### config.mk
export PLATFORM = sky130hd
export DESIGN_NAME = ir_queue
export DESIGN_NICKNAME = d
export VERILOG_FILES = /design/src/rtl/ir_queue.sv
export SDC_FILE = /design/constraint.sdc
export NUM_CORES = 1
export LEC_CHECK = 0
export ABC_AREA = 1
export BUFFER_PORTS_ARGS = -buffer_cell sky130_fd_sc_hd__clkbuf_2
export CORE_MARGIN = 2
export CORE_UTILIZATION = 52
export DETAILED_ROUTE_END_ITERATION = 8
export PLACE_DENSITY = 0.78
export SLEW_MARGIN = 20
export SYNTH_ARGS = -nofsm -noshare
export SYNTH_HDL_FRONTEND = slang
export SYNTH_SLANG_ARGS = --single-unit
### constraint.sdc
create_clock -name clk -period 1.9 [get_ports clk]
set_input_delay 0.19 -clock clk [delete_from_list [all_inputs] [get_ports clk]]
set_output_delay 0.19 -clock clk [all_outputs]
set_load 0.005 [all_outputs]
### src/rtl/ir_queue.sv
// ir_queue -- DEPTH-entry prefetch queue of WIDTH-bit instruction words that
// sits between the fetch path and the decoder.
//
// Ports
//   clk     in   1      single clock, all state changes on its rising edge
//   reset   in   1      synchronous active-low reset
//   w       in   1      push request, ir_in is written at the tail when accepted
//   ir_in   in   WIDTH  instruction word to push
//   adv     in   1      pop request, retires the head word (ignored when empty)
//   flush   in   1      discard every stored word and clear ovf
//   ir_out  out  WIDTH  head word, 0 while the queue is empty
//   valid   out  1      at least one word stored
//   full    out  1      count == DEPTH
//   count   out  CW     number of stored words, 0..DEPTH
//   ovf     out  1      sticky flag: a push was dropped because the queue was full
//
// Every output is decoded from registered state only, so there is no
// combinational path from any input to any output.
module ir_queue #(
  parameter int WIDTH = 16,
  parameter int DEPTH = 4,
  parameter int CW    = $clog2(DEPTH + 1)
) (
  input  logic             clk,
  input  logic             reset,
  input  logic             w,
  input  logic [WIDTH-1:0] ir_in,
  input  logic             adv,
  input  logic             flush,
  output logic [WIDTH-1:0] ir_out,
  output logic             valid,
  output logic             full,
  output logic [CW-1:0]    count,
  output logic             ovf
);

  localparam int PW = $clog2(DEPTH);
  localparam logic [CW-1:0] DEPTH_CNT = CW'(DEPTH);

  // Storage and control state. The array is never reset: an empty queue
  // masks it on ir_out, so its contents do not matter.
  logic [WIDTH-1:0] r_mem [DEPTH];
  logic [PW-1:0]    r_rp;
  logic [PW-1:0]    r_wp;
  logic [CW-1:0]    r_count;
  logic             r_ovf;

  logic w_valid;
  logic w_full;
  logic w_pop;
  logic w_push;
  logic w_drop;
  logic w_normal;

  assign w_valid  = (r_count != '0);
  assign w_full   = (r_count == DEPTH_CNT);

  // A pop frees the head slot at the same edge, so a push into a full queue
  // is still accepted when it coincides with a pop.
  assign w_pop    = adv & w_valid;
  assign w_push   = w & (~w_full | w_pop);
  assign w_drop   = w & w_full & ~w_pop;

  // Flush and reset override both requests; nothing is written or flagged.
  assign w_normal = reset & ~flush;

  // Control state: reset outranks flush, flush outranks normal operation.
  always_ff @(posedge clk) begin
    if (!reset || flush) begin
      r_rp    <= '0;
      r_wp    <= '0;
      r_count <= '0;
      r_ovf   <= 1'b0;
    end else begin
      if (w_push) r_wp <= r_wp + PW'(1);
      if (w_pop)  r_rp <= r_rp + PW'(1);
      unique case ({w_push, w_pop})
        2'b10:   r_count <= r_count + CW'(1);
        2'b01:   r_count <= r_count - CW'(1);
        default: r_count <= r_count;
      endcase
      if (w_drop) r_ovf <= 1'b1;
    end
  end

  // Data array: written only by accepted pushes in a normal cycle.
  always_ff @(posedge clk) begin
    if (w_normal && w_push) r_mem[r_wp] <= ir_in;
  end

  assign valid  = w_valid;
  assign full   = w_full;
  assign count  = r_count;
  assign ovf    = r_ovf;
  assign ir_out = w_valid ? r_mem[r_rp] : '0;

endmodule

* Yosys cells after proc, flatten, opt, wreduce, memory -nomap -nowiden
Memory sizes are Yosys's and may differ from the RTL's. A register that Yosys moved wholly into a read port is not among the register bits. Cells that the tools add are included.
Operators by class: add/subtract/negate cells 4, equal/unequal tests 3, multiplexer cells 6, bitwise operators 9, reductions and logical operators 5
Operator list (count):
- $mux W16 | 1
- $pmux W3 S2 | 1
- $and A1 B1 Y1 | 5
- $add A2 B1 Y2 const B | 2
- $mux W2 | 2
- $add A3 B1 Y3 const B | 1
- $eq A3 B3 Y1 const B | 1
- $not A1 Y1 | 3
- $reduce_bool A3 Y1 | 1
- $sub A3 B1 Y3 const B | 1
- $eq A2 B1 Y1 const B | 1
- $eq A2 B2 Y1 const B | 1
- $mux W1 | 2
- $reduce_bool A2 Y1 | 1
- $logic_and A1 B1 Y1 | 1
- $logic_not A1 Y1 | 1
- $logic_or A1 B1 Y1 | 1
- $or A1 B1 Y1 | 1
Word-level totals: register bits after elaboration 8, RAM bits 64, input port bits 21, output and inout bits 22, word-level logic and storage cells 32, memories 1
Memory list:
- r_mem | words 4, bits a word 16, rd ports 1, clocked after memory_dff 1, wr ports 1, line 42 | logic [WIDTH-1:0] r_mem [DEPTH];

* Logic depth before layout (Yosys ltp)
Gate-level depths: netlist (run 1).
word-level depth 7, depth in mapped cells 13, depth with buffers taken out 13

* Least setup slack after synthesis (run 1)
Ideal clock, no wire load.
kind flip-flop to flip-flop, start point reg r_count[1], in the netlist count[1], end point mem r_mem[0][0] (enable), library setup time 389 ps, arrival time 1432 ps, required time 1511 ps, slack 80 ps, stages on the path, launching flop included 5, buffers on the path 0, period minus slack after synthesis 1820 ps, path through dfxtp_1 nor2_4 nand3_2 nand3_1 nor2_1
Between the ends: longest elaborated chain between the ends 7, elaborated cells between the ends (all ways) 9, classes of those cells 1 x eq/ne; 2 x mux; 4 x bitwise; 2 x reduce/logical
Ends and longest elaborated chain:
- start, declared | line 45 | logic [CW-1:0] r_count;
- start signal, assigned | line 78 | 2'b10: r_count <= r_count + CW'(1);
- start signal, assigned | line 79 | 2'b01: r_count <= r_count - CW'(1);
- start signal, assigned | line 80 | default: r_count <= r_count;
- $reduce_bool A3 Y1 / $eq A3 B3 Y1 (equally long branches) | line 55, 56
- $and A1 B1 Y1 / $not A1 Y1 (equally long branches) | line 60, 61
- $or A1 B1 Y1 (*) | line 61 | assign w_push = w & (~w_full | w_pop);
- $and A1 B1 Y1 (*) | line 61
- $logic_and A1 B1 Y1 (*) | line 88 | if (w_normal && w_push) r_mem[r_wp] <= ir_in;
- $mux W1 (*) | line 88
- $mux W1 (not written as such) (*) | line 88
- end, declared | line 42
Mark *: on every way between the ends. The rest lies on a longest branch, timed or not.

==> summary.md, run 1 <==
| Metric | Value |
|---|---|
| Clock skew | `0.00720 ns` |
| Chip Width | `81.5 um` |
| Status | `finished, final reports clean` |
| Power per cell area | `roughly 880 nW/um^2` |
| Critical path's largest stage delay | `~0.42 ns` |
| Yosys reg bits | `74` |
| Io pins | `43` |
| Sequential cell area | `2130 um^2` |
| Worst path arrival time | `about 1.6 ns` |
| Crit path kind | `reg -> out` |
| Peak VDD IR | `0.000477 V` |
| First-pass GRT wire length | `8730 um` |
| Synth cell types | `23` |
| Routability cong. | `0.774` |
| Slew Limit Fails | `0` |
| DR vias | `2056` |
| Worst-path cell chain | `buf_4, nor2_1, nor2_1, o21ai_1, a21oi_1, clkbuf_2` |
| Clock tree buffer depth | `2` |
| Initial Util | `0.534` |
| Internal Power | `2470 uW` |
| Cells after synthesis | `270` |
| Setup violators final | `0` |
| IO Port Bufs | `42` |
| Combinational share of power | `0.072` |
| Startpoint Class | `flip-flop` |
| Hold WS | `0.0630 ns` |
| HP Class | `in -> reg` |
| Minimum clock period | `between 1.5 and 2 ns` |
| Post-DP Area | `3390 um^2` |
| Initial DRT Pass Iterations | `4` |
| Grt total ovfl | `0` |
| Tcrit/Tclk final | `0.955` |
| Clk Latency, worst-skew pair | `0.34 ns` |
| Top cells by area, synth | `edfxtp_1, nor2_1, dfxtp_1, o21ai_1, a21oi_2` |
| GRT Total Usage | `0.183` |
| Post-Route Setup TNS | `0 ns` |
| Layout cells sized above 1 | `0.271` |
| Slew HR | `0.788` |
| DIE AREA | `around 6600 um^2` |
| Post-synthesis sequential area ratio | `0.679` |
| Footprint of the multi-input gates | `approximately 820 um^2` |
| Share of synthesized flip-flops with an asynchronous set or reset | `0` |
| Ys flop type | `edfxtp_1` |
| Setup WS post-layout | `0.0854 ns` |
| Vias in the first global route | `around 2000` |
| Fin nets | `347` |
| P&R area growth vs syn | `14.9%` |
| Switch share | `0.219` |
| First-iteration detailed-routing DRC count | `95` |
| Worst Path Required | `1.71 ns` |
| Post-synth EDFFs | `64` |
| Hold Path Stages | `1` |
| Top-count cell post-synth | `nor2_1` |
| Clock share of power | `0.359` |
| Largest net degree at the start of global routing | `33` |
| Fmax | `551 MHz` |
| Clock-pin slew on the worst setup and hold paths | `approximately 0.070 ns` |
| Site Rows | `28` |
| Clock sinks | `74` |
| Core area | `5850 um^2` |
| H-tree depth | `3` |
| Dpl ws | `0.0801 ns` |
| Mapped Area | `3120 um^2` |
| DRT Wirelength | `5710 um` |
| # diodes | `0` |
| Slew @ Worst Pin | `around 0.32 ns` |
| Flop pwr share | `0.570` |
| DRC errors left | `0` |
| Psw | `693 uW` |
| Post-Syn Area per Cell | `about 12 um^2` |
| Synth top area share | `0.615` |
| Crit-path most repeated cell | `nor2_1` |
| Synthesized Nets | `about 300` |
| Worst Reg-to-Reg Cells | `12` |
| # Max-Cap Violations | `0` |
| Yosys top cell by area | `edfxtp_1` |
| ANT nets after route | `0` |
| HPWL after DPL | `3550 um` |
| TritonCTS buffer count | `9` |
| Wire per inst | `14.3 um` |
| Crit end category | `output port` |
| Critical path fanouts, max | `15` |
| Die Ht | `roughly 82 um` |
| Clock Tree Root | `clkbuf_8` |
| Hold Violations, Final | `0` |
| Top cells by count, synth | `nor2_1, edfxtp_1, o21ai_1` |
| CTS tree | `done` |
| Layout Cell Area excl Fill | `3590 um^2` |
| Routed vias/inst | `about 5.1` |
| Slowest CP cell | `dfxtp_1` |
| Filler Cells Inserted | `457` |
| Synth Warn # | `0` |
| Initial antenna violation count | `0` |
| Leakage power | `0.00136 uW` |
-- registers in the layout (all words and copies together), names as in the netlist, named ones only --
signal,flops
r_wp,2
count,3
r_rp,2
r_mem,64
ovf,1
-- power by group through the flow --
stage | registers (uW) | clock network [uW] | logic, uW
finish | 1800 | 1130 | 227
global route | 1800 | 1210 | 256
CTS | 1800 | 1150 | 229
detailed placement | 1830 | 0 | 228
global placement | 1830 | 0 | 221
floorplan | 1830 | 0 | 138
-- area by class of cell --
class,count,share of cell area
Clock inverter,6,0.0160
Multi-Input combinational cell,162,0.229
Clock buffer,10,0.0356
Sequential cell,74,0.592
Timing Repair Buffer,50,0.0753
Tap cell,75,0.0261
Inverter,23,0.0261
-- stage by stage --
step / util / instances / power, uW
global route: 0.614 / 400 / 3270
detailed placement: 0.580 / 384 / 2060
finish: 0.614 / 400 / 3160
floorplan: - / 270 / 1970
global placement: 0.580 / 384 / 2050
CTS: 0.611 / 400 / 3170
-- worst max-delay path: cells and delay by family, from the launching register on --
| kind | cells | cell delay (ns) |
|---|---|---|
| flops | 1 | 0.42 |
| buf+inv | 2 | 0.39 |
| compound gates | 2 | 0.28 |
| simple gates | 2 | 0.20 |
-- cells by family after synthesis --
kind of cell             after synthesis  share of synthesized area
AO/OA/AOI/OAI                         56                      0.102
adder cells (fa/ha/maj)                6                     0.0264
buffers and inverters                 34                     0.0605
flip-flops                            74                      0.679
AND/OR/NAND/NOR                      100                      0.132
-- cells in the final DEF (no fill, tap or decap) --
master	synthesis	final
a21oi_1	12	12
nand4_1	1	1
dfxtp_2	0	3
o21ai_1	30	30
nand2_4	1	1
fa_1	1	1
edfxtp_1	64	64
ha_1	5	5
o21ai_0	4	4
clkinvlp_4	0	1
clkbuf_2	0	42
dfxtp_1	10	7
bufinv_16	0	1
nand3_4	0	1
nor2_1	74	74
nor2_2	2	2
clkinv_2	0	4
nor3_1	1	1
clkbuf_1	0	1
nor2_4	1	1
a21oi_2	10	10
buf_4	2	8
inv_4	2	3
clkbuf_8	0	9
inv_1	18	18
nand2_1	13	13
nand3_1	6	6
inv_2	3	2
-- metal layers --
| layer | share of wire | GRT usage | vias up |
|---|---|---|---|
| li1 | - | - | 1020 |
| met1 | 0.42 | 0.204 | 971 |
| met2 | 0.51 | 0.311 | 54 |
| met3 | 0.047 | 0.0440 | 11 |
| met4 | 0.024 | 0.122 | 0 |
| met5 | 0 | 0 | - |
-- final timing paths --
| kind | slack [ns] | end | start |
|---|---|---|---|
| max reg2reg | 0.11 | count[2] | count[1] |
| min reg2reg | 0.45 | ovf | ovf |
| max | 0.09 | ir_out[4] | flip-flop |
| min | 0.06 | r_mem[3][1] | ir_in[1] |
-- repair_timing --
item | CTS | global route
gates resized for setup | 0 | 6
hold buffers | 0 | 0
setup buffers | 0 | 0
endpoints found under the setup margin | 0 | 3
Note: power is estimated with default switching activity, not from simulation.
==> run 2, diff against run 1 <==
Settings changed: BUFFER_PORTS_ARGS -buffer_cell sky130_fd_sc_hd__clkbuf_2 to not set, DONT_BUFFER_PORTS set to 1, PLACE_DENSITY 0.78 to 0.72.
==> run 2 against run 1 <==
Net effect: worst setup slack better by 0.033 ns; highest routed layer unchanged; utilization shrank 0.17 points; final cell count fell by 6.5%; register-to-register slack barely moved; flip-flop and latch count stayed put; power increased by 4.5%.
==> summary.md, run 2 (synthesis results as in run 1) <==
| Metric | Value |
|---|---|
| Largest net degree at the start of global routing | `33 (unchanged)` |
| DRT Wirelength | `5380 um (-5.9%)` |
| Routability cong. | `0.803 (+3.7%)` |
| Most frequent cells in the layout | `nor2_1, edfxtp_1, o21ai_1` |
| Crit-path most repeated cell | `nand2_1` |
| Startpoint Class | `flip-flop` |
| Initial Util | `0.534 (unchanged)` |
| Clock Tree Root | `clkbuf_8` |
| Grt total ovfl | `0 (unchanged)` |
| Commonest non-fill, non-tap cell in the layout | `nor2_1` |
| Clk Latency, worst-skew pair | `0.34 ns (about the same)` |
| Vias in the first global route | `1847 (-6.2%)` |
| RSZ-0062 raised after global routing | `false` |
| P&R area growth vs syn | `14.6%` |
| DR vias | `1861 (-9.5%)` |
| Critical path's largest stage delay | `0.38 ns (-0.04 ns)` |
| TritonCTS buffer count | `9 (unchanged)` |
| Tcrit/Tclk final | `0.938 (-0.0173)` |
| GRT Total Usage | `0.182 (-0.00161)` |
| HPWL after DPL | `3230 um (-9.0%)` |
| Fin nets | `321 (-7.5%)` |
| Clock skew | `0.0104 ns (+0.00324 ns)` |
| Clock-pin slew on the worst setup and hold paths | `0.08 ns (about the same)` |
| Core area | `5850 um^2 (unchanged)` |
| Worst-path cell chain | `nor2_4, nand3_4, nand2_1, ha_1, inv_1, fa_1, nand2_1, nand3_1, nand2_1, nand2_1, nor2_1` |
| Setup violators final | `0 (unchanged)` |
| Layout cells sized above 1 | `0.164 (-0.107)` |
| # diodes | `0 (unchanged)` |
| Fin util | `0.612 (-0.00171)` |
| Io pins | `43 (unchanged)` |
| H-tree depth | `3 (unchanged)` |
| Worst Path Required | `2.18 ns (+0.47 ns)` |
| Hold Violations, Final | `0 (unchanged)` |
| Chip Width | `81.5 um (unchanged)` |
| Status | `finished, final reports clean` |
| Critical path buffers and inverters | `1 (-1)` |
| Postcts setup bufs | `0 (unchanged)` |
| Final Power | `3300 uW (+4.5%)` |
| Fmax | `561 MHz (+1.8%)` |
| Leakage power | `0.00126 uW (-7.1%)` |
| Filler Cells Inserted | `446 (-2.4%)` |
| Minimum clock period | `1.78 ns (-0.0329 ns)` |
| Max FFs per register | `64 (unchanged)` |
| Wire per inst | `14.4 um (+0.68%)` |
| HP Class | `in -> reg` |
| Post-Route Setup TNS | `0 ns (unchanged)` |
| Crit end category | `flip-flop` |
| Slowest CP cell | `fa_1` |
| CTS tree | `done` |
| Initial antenna violation count | `0 (unchanged)` |
| First-pass GRT wire length | `8680 um (-0.55%)` |
| # Max-Cap Violations | `0 (unchanged)` |
| First-iteration detailed-routing DRC count | `82 (-14%)` |
| Crit path kind | `reg -> reg` |
| Critical path fanouts, max | `6 (-9)` |
| Routed vias/inst | `4.98 (-3.2%)` |
| DIE AREA | `6640 um^2 (unchanged)` |
| Clock sinks | `74 (unchanged)` |
| Die Ht | `81.5 um (unchanged)` |
| Slew HR | `0.785 (-0.00362)` |
| Peak VDD IR | `0.000478 V (+0.21%)` |
| Slew Limit Fails | `0 (unchanged)` |
| DRC errors left | `0 (unchanged)` |
| ANT nets after route | `0 (unchanged)` |
| Site Rows | `28 (unchanged)` |
| IO Port Bufs | `0 (-100%)` |
| Slew @ Worst Pin | `0.323 ns (+0.00544 ns)` |
| Largest Register | `r_mem` |
| Largest delay share family, worst path | `simple AND/OR/NAND/NOR gates` |
| Worst path arrival time | `2.06 ns (+0.44 ns)` |
| Clock tree buffer depth | `2 (unchanged)` |
| Initial DRT Pass Iterations | `4 (unchanged)` |
| Power per cell area | `923 nW/um^2 (+4.8%)` |
[run 2: cell types whose count changed in the layout (fill, tap and decap cells not counted), sizes merged]
cell         delta
bufinv          +1
clkbuf         -43
clkinvlp        -1
dlygate4sd3    +16
inv             +1
[run 2: power by group]
part           total, uW  internal, uW  switching [uW]  leakage [uW]
combinational        203          71.4             131      0.000488
sequential          1800          1780            14.5      0.000662
clock               1300           738             564      0.000113
total               3300          2590             710       0.00126
[run 2: per-layer routing]
| layer | global-route usage | part of all wire | up-vias |
|---|---|---|---|
| met2 | 0.306 | 0.51 | 36 |
| li1 | - | - | 969 |
| met1 | 0.205 | 0.42 | 850 |
| met3 | 0.0670 | 0.055 | 6 |
| met5 | 0 | 0 | - |
| met4 | 0.0847 | 0.012 | 0 |
[run 2: worst paths after layout]
path,startpoint,to,slack (ns),cells past startpoint
setup / recovery,count[1],count[2],0.12,11
hold / removal,w,r_wp[0],0.01,2
setup reg to reg,count[1],count[2],0.12,11
hold reg to reg,ovf,ovf,0.48,2
[run 2: area by class of cell]
cell class,instances,area [um^2],share of cell area
multi-input cells,162,823,0.230
well taps,75,93.8,0.0262
inverters,23,93.8,0.0262
clock inverters,7,92.6,0.0259
clock buffers,9,124,0.0346
flip-flops and latches,74,2130,0.596
repair buffers,24,220,0.0615
[run 2: per-stage QoR]
| step | instances | cell area, um^2 | hold slack [ns] | setup slack, ns |
|---|---|---|---|---|
| floorplan | 270 | 3120 | 0.289 | 0.0796 |
| global placement | 342 | 3180 | 0.289 | 0.138 |
| detailed placement | 342 | 3180 | 0.289 | 0.0792 |
| CTS | 374 | 3560 | 0.00861 | 0.0519 |
| global route | 374 | 3580 | 0.0193 | 0.00740 |
| finish | 374 | 3580 | 0.0140 | 0.118 |
[run 2: repair_timing]
action,in CTS,in global routing
gates resized for setup,0,10
setup endpoints to repair,0,6
endpoints found under the hold margin,64,0
hold buffers,16,0
==> run 3, diff against run 2 <==
Settings changed: CORE_ASPECT_RATIO set to 1.4.
==> run 3 against run 2 <==
Net effect: hold slack improved by 0.0055 ns; clock skew decreased by 0.0022 ns; power decreased by 5.8%; sequential power about the same; routed wire length increased by 2.0%; non-clock buffer count increased by 2; final cell count decreased by 0.80%; global-route usage decreased by 0.65 points; sequential share of layout area increased by 0.47 points; critical endpoint unchanged.
==> summary.md, run 3 (synthesis results as in run 1) <==
| Metric | Value |
|---|---|
| Commonest non-fill, non-tap cell in the layout | `nor2_1` |
| Min-delay src | `w` |
| First-pass GRT wire length | `8700 um (+0.23%)` |
| Largest net degree at the start of global routing | `33 (unchanged)` |
| RSZ-0062 raised after global routing | `false` |
| Hold Path Stages | `2 (unchanged)` |
| Peak VDD IR | `0.000709 V (+49%)` |
| ANT nets after route | `0 (unchanged)` |
| Initial DRT Pass Iterations | `4 (unchanged)` |
| Slew @ Worst Pin | `0.378 ns (+0.0546 ns)` |
| Largest Register | `r_mem` |
| Max FFs per register | `64 (unchanged)` |
| Most frequent cells in the layout | `nor2_1, edfxtp_1, o21ai_1` |
| Clk Latency, worst-skew pair | `0.34 ns (about the same)` |
| Clock sinks | `74 (unchanged)` |
| # diodes | `0 (unchanged)` |
| HP Class | `in -> reg` |
| Routability cong. | `0.799 (-0.52%)` |
| Initial antenna violation count | `0 (unchanged)` |
| Worst Path Required | `2.17 ns (about the same)` |
| Tcrit/Tclk final | `0.935 (-0.00304)` |
| Critical path's largest stage delay | `0.38 ns (about the same)` |
| FF-to-FF End | `count[2]` |
| DIE AREA | `6650 um^2 (+0.14%)` |
| Wire per inst | `14.8 um (+2.8%)` |
| Crit path kind | `reg -> reg` |
| Crit-path most repeated cell | `nand2_1` |
| Slew Limit Fails | `0 (unchanged)` |
| Minimum clock period | `1.78 ns (-0.00579 ns)` |
| Slew HR | `0.748 (-0.0367)` |
| Met3 Track Usage GR | `0.0607 (-0.00630)` |
| Site Rows | `33 (+18%)` |
| Crit end category | `flip-flop` |
| Worst Reg-to-Reg Cells | `12 (+1)` |
| Die Ht | `95.7 um (+17%)` |
| Hold WS | `0.0195 ns (+0.00545 ns)` |
| Status | `finished, final reports clean` |
| H-tree depth | `3 (unchanged)` |
| Worst-path cell chain | `inv_2, nand2_4, nand2_1, inv_2, ha_1, inv_1, fa_1, nand2_1, nand3_1, nand2_1, nand2_1, nor2_1` |
| DR vias | `1952 (+4.9%)` |
| Crit path from | `count[2]` |
| Layout Cell Area excl Fill | `3560 um^2 (-0.66%)` |
| Critical path fanouts, max | `5 (-1)` |
| Fmax | `563 MHz (+0.33%)` |
| Post-Route Setup TNS | `0 ns (unchanged)` |
| Post-DP Area | `3180 um^2 (about the same)` |
| P&R area growth vs syn | `13.8%` |
| DRT Wirelength | `5480 um (+2.0%)` |
| Vias in the first global route | `1930 (+4.5%)` |
| Io pins | `43 (unchanged)` |
| TritonCTS buffer count | `9 (unchanged)` |
| Power per cell area | `875 nW/um^2 (-5.2%)` |
| Clock skew | `0.00823 ns (-0.00221 ns)` |
| Initial Util | `0.537 (+0.00264)` |
| Clock tree buffer depth | `2 (unchanged)` |
| Hold Crit Endpoint | `ovf` |
| Core area | `5820 um^2 (-0.49%)` |
| Clock-pin slew on the worst setup and hold paths | `0.07 ns (about the same)` |
| Grt total ovfl | `0 (unchanged)` |
| Fin util | `0.611 (-0.00106)` |
| Worst path arrival time | `2.04 ns (-0.02 ns)` |
| Slowest CP cell | `dfxtp_4` |
| Leakage power | `0.00125 uW (-0.69%)` |
| # Max-Cap Violations | `0 (unchanged)` |
| CTS tree | `done` |
| Dpl ws | `0.0465 ns (-0.0328 ns)` |
| First-iteration detailed-routing DRC count | `151 (+84%)` |
| Setup violators final | `0 (unchanged)` |
| Fin nets | `323 (+0.62%)` |
| M1 GR Usage | `0.181 (-0.0244)` |
| Met2 usage | `0.312 (+0.00596)` |
| FF-to-FF Start | `count[2]` |
| GR peak layer | `met2` |
| GRT Total Usage | `0.175 (-0.00648)` |
| R2R setup slack | `0.12 ns (about the same)` |
| IO Port Bufs | `0 (unchanged)` |
| Layout cells sized above 1 | `0.156 (-0.00773)` |
| HPWL after DPL | `3440 um (+6.7%)` |
| Clock Tree Root | `clkbuf_8` |
| DRC errors left | `0 (unchanged)` |
| Hold Violations, Final | `0 (unchanged)` |
| Routed vias/inst | `5.26 (+5.7%)` |
| Startpoint Class | `flip-flop` |
| Setup WS post-layout | `0.124 ns (+0.00578 ns)` |
| Chip Width | `69.5 um (-15%)` |
run 3: area by class of cell:
| type | count | area (um^2) |
|---|---|---|
| Clock buffer | 9 | 124 |
| Multi-Input combinational cell | 162 | 821 |
| Sequential cell | 74 | 2130 |
| Inverter | 23 | 93.8 |
| Tap cell | 70 | 87.6 |
| Clock inverter | 7 | 60.1 |
| Timing Repair Buffer | 26 | 235 |
| Fill cell | 455 | 2270 |
run 3: layer usage:
| metal | vias up | share of wire |
|---|---|---|
| met3 | 8 | 0.069 |
| met2 | 66 | 0.52 |
| met4 | 0 | 0.020 |
| met1 | 908 | 0.39 |
| li1 | 970 | - |
| met5 | - | 0 |
run 3: how the worst max path moves through the flow:
stage	end	slack, ns
3_5_place_dp	count[2]	0.05
4_1_cts	ir_out[1]	0.02
3_3_place_gp	count[2]	0.12
6_report	count[2]	0.12
2_1_floorplan	r_mem[0][0]	0.08
5_1_grt	count[2]	0.009
run 3: worst max-delay path, delay by kind of cell, from the launching register on:
kind | cells | cell delay (ns)
fa+ha+maj | 2 | 0.54
buf+inv | 3 | 0.21
flops | 1 | 0.38
simple gates | 7 | 0.58
run 3: per-stage QoR:
stage / power (uW) / std cells
3_3_place_gp: 2000 / 338
4_1_cts: 3140 / 370
5_1_grt: 3220 / 371
3_5_place_dp: 2000 / 338
2_1_floorplan: 1970 / 270
6_report: 3110 / 371
run 3: where the power goes:
| group | total [uW] | internal (uW) | switching [uW] |
|---|---|---|---|
| registers | 1800 | 1780 | 15.5 |
| logic | 203 | 71.7 | 131 |
| clock network | 1110 | 590 | 520 |
run 3: timing repair:
item                                   4_1_cts  5_1_grt
gates resized for setup                      0       10
endpoints found under the hold margin       64        0
setup endpoints to repair                    0       16
hold buffers                                16        0
buffers inserted                             0        1
